[config.mk]
export PLATFORM = sky130hd
export DESIGN_NAME = muldiv_unit
export DESIGN_NICKNAME = d
export VERILOG_FILES = /design/src/rtl/muldiv_unit.sv
export SDC_FILE = /design/constraint.sdc
export NUM_CORES = 1
export LEC_CHECK = 0
export ABC_AREA = 1
export ABC_CLOCK_PERIOD_IN_PS = 5800
export BUFFER_PORTS_ARGS = -buffer_cell sky130_fd_sc_hd__buf_2
export CAP_MARGIN = 25
export CELL_PAD_IN_SITES_DETAIL_PLACEMENT = 1
export CELL_PAD_IN_SITES_GLOBAL_PLACEMENT = 1
export CORE_MARGIN = 4
export CORE_UTILIZATION = 35
export DETAILED_ROUTE_END_ITERATION = 10
export PLACE_DENSITY = 0.65
export SLEW_MARGIN = 0
export SYNTH_ARGS = -nofsm -noshare
export SYNTH_HDL_FRONTEND = slang
export SYNTH_SLANG_ARGS = --single-unit
export TNS_END_PERCENT = 1
[constraint.sdc]
create_clock -name clk -period 5.8 [get_ports clk]
set_input_delay 0.29 -clock clk [delete_from_list [all_inputs] [get_ports clk]]
set_output_delay 0.29 -clock clk [all_outputs]
set_load 0.02 [all_outputs]
[src/rtl/muldiv_unit.sv]
// Iterative RV32M multiply/divide unit: shift-add multiply and restoring divide,
// XLEN iterations per operation, one-cycle writeback pulse on completion.
module muldiv_unit #(
  parameter int XLEN    = 32,
  parameter int RADDR_W = 5
) (
  input  logic               clk,
  input  logic               rst,
  input  logic               start,
  input  logic               flush,
  input  logic [2:0]         funct3,
  input  logic [XLEN-1:0]    rs1_val,
  input  logic [XLEN-1:0]    rs2_val,
  input  logic [RADDR_W-1:0] rd_in,
  output logic               busy,
  output logic               done,
  output logic               wb_en,
  output logic [RADDR_W-1:0] wb_rd,
  output logic [XLEN-1:0]    wb_data
);

  localparam int CW = $clog2(XLEN + 1);
  localparam logic [CW-1:0]     LAST_CNT = CW'(XLEN);
  localparam logic [XLEN-1:0]   ONE      = {{(XLEN-1){1'b0}}, 1'b1};
  localparam logic [2*XLEN-1:0] ONE2     = {{(2*XLEN-1){1'b0}}, 1'b1};

  typedef enum logic [1:0] {
    S_IDLE = 2'd0,
    S_CALC = 2'd1,
    S_DONE = 2'd2
  } state_t;

  state_t               state_q, state_d;
  logic [CW-1:0]        count_q, count_d;
  logic [XLEN-1:0]      hi_q, hi_d;
  logic [XLEN-1:0]      lo_q, lo_d;
  logic [XLEN-1:0]      b_q, b_d;
  logic [2:0]           f3_q, f3_d;
  logic [RADDR_W-1:0]   rd_q, rd_d;
  logic                 sa_q, sa_d;
  logic                 sb_q, sb_d;
  logic                 bz_q, bz_d;
  logic                 busy_q, busy_d;
  logic                 done_q, done_d;
  logic                 wb_en_q, wb_en_d;
  logic [RADDR_W-1:0]   wb_rd_q, wb_rd_d;
  logic [XLEN-1:0]      wb_data_q, wb_data_d;

  logic                 a_signed_s, b_signed_s, a_neg_s, b_neg_s;
  logic [XLEN-1:0]      a_mag_s, b_mag_s;
  logic [XLEN:0]        mul_sum_s, rem_sh_s, div_diff_s;
  logic [2*XLEN-1:0]    prod_s;
  logic [XLEN-1:0]      result_s;

  function automatic logic [XLEN-1:0] neg_x(input logic [XLEN-1:0] v);
    return ~v + ONE;
  endfunction

  // Next-state, datapath iteration and result selection
  always_comb begin
    state_d   = state_q;
    count_d   = count_q;
    hi_d      = hi_q;
    lo_d      = lo_q;
    b_d       = b_q;
    f3_d      = f3_q;
    rd_d      = rd_q;
    sa_d      = sa_q;
    sb_d      = sb_q;
    bz_d      = bz_q;
    busy_d    = busy_q;
    done_d    = 1'b0;
    wb_en_d   = 1'b0;
    wb_rd_d   = wb_rd_q;
    wb_data_d = wb_data_q;

    // Signedness per funct3: DIV/REM signed on both, MULH both, MULHSU rs1 only
    if (funct3[2]) begin
      a_signed_s = ~funct3[0];
      b_signed_s = ~funct3[0];
    end else begin
      a_signed_s = (funct3[1:0] == 2'b01) || (funct3[1:0] == 2'b10);
      b_signed_s = (funct3[1:0] == 2'b01);
    end
    a_neg_s = a_signed_s & rs1_val[XLEN-1];
    b_neg_s = b_signed_s & rs2_val[XLEN-1];
    a_mag_s = a_neg_s ? neg_x(rs1_val) : rs1_val;
    b_mag_s = b_neg_s ? neg_x(rs2_val) : rs2_val;

    mul_sum_s  = {1'b0, hi_q} + (lo_q[0] ? {1'b0, b_q} : {(XLEN+1){1'b0}});
    rem_sh_s   = {hi_q, lo_q[XLEN-1]};
    div_diff_s = rem_sh_s - {1'b0, b_q};

    if (sa_q ^ sb_q) begin
      prod_s = ~{hi_q, lo_q} + ONE2;
    end else begin
      prod_s = {hi_q, lo_q};
    end

    case (f3_q)
      3'b000:         result_s = prod_s[XLEN-1:0];
      3'b001, 3'b010,
      3'b011:         result_s = prod_s[2*XLEN-1:XLEN];
      3'b100, 3'b101: result_s = bz_q ? {XLEN{1'b1}} : ((sa_q ^ sb_q) ? neg_x(lo_q) : lo_q);
      3'b110, 3'b111: result_s = sa_q ? neg_x(hi_q) : hi_q;
      default:        result_s = {XLEN{1'b0}};
    endcase

    case (state_q)
      S_IDLE: begin
        if (start && !flush) begin
          state_d = S_CALC;
          busy_d  = 1'b1;
          count_d = {CW{1'b0}};
          f3_d    = funct3;
          rd_d    = rd_in;
          sa_d    = a_neg_s;
          sb_d    = b_neg_s;
          bz_d    = (rs2_val == {XLEN{1'b0}});
          hi_d    = {XLEN{1'b0}};
          // Multiply shifts the multiplier (rs2) out of lo; divide shifts the dividend (rs1)
          if (funct3[2]) begin
            lo_d = a_mag_s;
            b_d  = b_mag_s;
          end else begin
            lo_d = b_mag_s;
            b_d  = a_mag_s;
          end
        end else begin
          busy_d = 1'b0;
        end
      end
      S_CALC: begin
        if (flush) begin
          state_d = S_IDLE;
          busy_d  = 1'b0;
        end else if (count_q == LAST_CNT) begin
          state_d   = S_DONE;
          done_d    = 1'b1;
          wb_en_d   = |rd_q;
          wb_rd_d   = rd_q;
          wb_data_d = result_s;
        end else begin
          count_d = count_q + {{(CW-1){1'b0}}, 1'b1};
          if (f3_q[2]) begin
            if (!div_diff_s[XLEN]) begin
              hi_d = div_diff_s[XLEN-1:0];
              lo_d = {lo_q[XLEN-2:0], 1'b1};
            end else begin
              hi_d = rem_sh_s[XLEN-1:0];
              lo_d = {lo_q[XLEN-2:0], 1'b0};
            end
          end else begin
            hi_d = mul_sum_s[XLEN:1];
            lo_d = {mul_sum_s[0], lo_q[XLEN-1:1]};
          end
        end
      end
      S_DONE: begin
        state_d = S_IDLE;
        busy_d  = 1'b0;
      end
      default: begin
        state_d = S_IDLE;
        busy_d  = 1'b0;
      end
    endcase
  end

  // State and output registers
  always_ff @(posedge clk or posedge rst) begin
    if (rst) begin
      state_q   <= S_IDLE;
      count_q   <= {CW{1'b0}};
      hi_q      <= {XLEN{1'b0}};
      lo_q      <= {XLEN{1'b0}};
      b_q       <= {XLEN{1'b0}};
      f3_q      <= 3'b000;
      rd_q      <= {RADDR_W{1'b0}};
      sa_q      <= 1'b0;
      sb_q      <= 1'b0;
      bz_q      <= 1'b0;
      busy_q    <= 1'b0;
      done_q    <= 1'b0;
      wb_en_q   <= 1'b0;
      wb_rd_q   <= {RADDR_W{1'b0}};
      wb_data_q <= {XLEN{1'b0}};
    end else begin
      state_q   <= state_d;
      count_q   <= count_d;
      hi_q      <= hi_d;
      lo_q      <= lo_d;
      b_q       <= b_d;
      f3_q      <= f3_d;
      rd_q      <= rd_d;
      sa_q      <= sa_d;
      sb_q      <= sb_d;
      bz_q      <= bz_d;
      busy_q    <= busy_d;
      done_q    <= done_d;
      wb_en_q   <= wb_en_d;
      wb_rd_q   <= wb_rd_d;
      wb_data_q <= wb_data_d;
    end
  end

  // A squash in the completion cycle must suppress the writeback immediately
  assign busy    = busy_q;
  assign done    = done_q & ~flush;
  assign wb_en   = wb_en_q & ~flush;
  assign wb_rd   = wb_rd_q;
  assign wb_data = wb_data_q;

endmodule

==> flow_metrics.tcl <==
set metrics [dict create \
    status "complete, no violations" \
    yosys.area.top_type "nand2_1" \
    ir_worst_vdd_mv 0.3266 \
    max_freq_ghz 0.2726 \
    diodes 0 \
    grt_pass1_vias 22241 \
    fin_cells 4065 \
    finalHoldViolations 0 \
    endpoint_kind "flip-flop" \
    cts_hold_buf 6 \
    grt_overflow 0 \
    tightest_slew_ns 1.015 \
    design_area_sq_mm 0.02036 \
    clock-root-buffer "clkbuf_16" \
    initial_utilization 0.3530 \
    syn-instance-count 3311 \
    viasPerCell 5.529 \
    synth.area.top_cells "nand2_1 23%, dfrtp_1 21%, inv_1 9.1%" \
    cp-start-kind "flip-flop" \
    powerDensity_mw_per_mm2 487.7 \
    synth_cell_types 54 \
    io_pins 116 \
    fin_nets 3513 \
    cts_buffers 17 \
    portBuffers 115 \
    drc 0 \
    rsz0062_at_grt "no" \
    crit_path_top_delay_cell "nor2_2" \
    syn_nets 3460 \
    slew_headroom 0.3227 \
    coreArea_sq_mm 0.05255 \
    p_total_mw 9.927 \
    grtUsageTotal 0.3217 \
    yosysSeqAreaShare 0.2091 \
    fp.dieH_um 238.2 \
    cts.reportedPaths.clkPinSlew_ns 0.07 \
    vias 22476 \
    cts_tree "yes" \
    clock_sinks 155 \
    clock_latency_ns 0.51 \
    grt_max_degree 75 \
    rows 84 \
    synth-seq-cells 155 \
    fin_skew_ns 0.02145 \
    synth_top_area_share 0.2266 \
    placed_cells_incl_taps 4026 \
    drv_slew 0 \
    setup_ws_ns 2.131 \
    h-tree-depth 4 \
    setup_violations 0 \
    final_layout_size_suffix_gt1_frac 0.07255 \
    gp_congestion 0.9818 \
    dr.pass1.iters 5 \
    cts_resized 0 \
    placed_cell_area_sq_mm 0.01965 \
    die_x_um 238.2 \
    synth-async-reset-ratio 1.000 \
    synth_edf_count 0 \
    post-cts-setup-buffer-count 0 \
    postRouteAntennaNets 0 \
    grt_pass1_wl_um 139400 \
    hpwl_um 76680 \
    syn_avg_cell_area_sq_um 5.602 \
    area_growth_pct 9.747 \
    synth_area_sq_mm 0.01855 \
    period_share 0.6325 \
    yosys_warnings 0 \
    cp_data_arrival_time_ns 4.04 \
    crit_chain "nor2_2 -> inv_2 -> nor2_2 -> nand2_2 -> nand2_2 -> inv_2 -> buf_4 -> nand2_1 -> o21ai_0 -> o21bai_1" \
    setup_tns_ns 0 \
    routed_wl_um 92870 \
    cpPeakStageDelay_ns 0.64 \
    layout_common_cells "1120 x nand2_1, 447 x inv_1, 392 x nor2_1, 329 x nand3_1, 173 x a21oi_1" \
    maxCapViolCount 0 \
    required_ns 6.17 \
    cp_max_fo 66 \
    dp_slack_ns 2.122 \
    die_area_sq_mm 0.05674 \
    mostFrequentLayoutCell "nand2_1" \
    min_path_type "in -> reg" \
    wl_per_cell_um 22.85 \
    leakagePower_nw 10.97 \
    drt_first_iter_violations 1783 \
    antenna_found_initial 0 \
    path_class "reg -> reg" \
    min_period_ns 3.669 \
    synth_flop_cell "dfrtp_1" \
    clockBufferDepth 2 \
]
==> routing by layer <==
metal	vias to the layer above	global-route usage	wire, um
li1	10662	-	-
met1	11007	0.4615	43270
met2	668	0.4941	40610
met3	139	0.04866	5393
met4	0	0.1108	3604
met5	-	0	0
==> synth_stat cells, types with 2 or more instances <==
cell         n
a21oi_1    173
a31oi_1     11
nand4_1     32
o21a_1       3
dfrtp_1    155
o221ai_1    10
o21bai_1    13
inv_2       12
fa_1         2
nor2_4       4
xnor2_1      9
o21ai_0    165
a21o_1       2
a22oi_1     18
o21ai_1     16
o31ai_1      5
o211ai_1    33
buf_4        3
buf_6        5
ha_1        71
or2_1        2
nor2_2      14
inv_1      449
xor2_1      60
nand2_4      4
nor4_1       7
nor2_1     392
nor3_1      20
and2_1       3
buf_2       24
nand3b_1    21
or2_2       16
clkbuf_1    53
nand2_2      9
nand3_1    329
nand2_1   1120
buf_1       19
nand3_2     11
==> kinds of logic after synthesis <==
| family | synth area share |
|---|---|
| adder cells (fa/ha/maj) | 0.05005 |
| buffers and inverters | 0.1202 |
| flip-flops | 0.2091 |
| AND/OR/NAND/NOR | 0.4512 |
| XOR/XNOR | 0.03258 |
| AO/OA/AOI/OAI | 0.1369 |
==> power by group <==
group	switching (mW)	internal, mW
clock	0.597	0.665
sequential	0.735	1.32
combinational	4.72	1.89
==> path summary, 6_finish.rpt <==
path / cells past startpoint / start / slack, ns / end
max: 10 / state_q[1] / 2.13 / lo_q[0]
min: 3 / funct3[0] / 0.07 / f3_q[0]
max reg2reg: 10 / state_q[1] / 2.13 / lo_q[0]
min reg2reg: 2 / wb_rd[0] / 0.47 / wb_rd[0]
max in group asynchronous: 4 / rst / 3.94 / f3_q[2]
min in group asynchronous: 3 / rst / 0.40 / count_q[2]
==> cell type report <==
cell class | instances | area, sq um
fillers | 7393 | 32190
inverters | 464 | 1750
clock inverters | 14 | 178.9
well taps | 688 | 860.8
repair buffers | 139 | 807.0
flip-flops and latches | 155 | 3880
multi-input cells | 2587 | 12440
clock buffers | 18 | 439.2
==> state kept, by name, summed over array words and instances (netlist names), 3 cells and up <==
signal	count
b_q	32
hi_q	32
lo_q	32
wb_data	32
count_q	6
rd_q	5
wb_rd	5
f3_q	3
==> critical path, delay by kind of cell (launching register included) <==
kind,cells,cell delay [ns]
simple gates,5,1.85
buf+inv,3,0.97
flops,1,0.40
compound gates,2,0.24
==> through the flow <==
step / util / hold WS, ns
after global placement: 0.3737 / 0.4086
after detailed placement: 0.3740 / 0.4049
after global routing: 0.3874 / 0.04836
after floorplan: - / 0.3996
final: 0.3874 / 0.06743
after CTS: 0.3869 / 0.04215
Note: power is estimated with default switching activity, not from simulation.
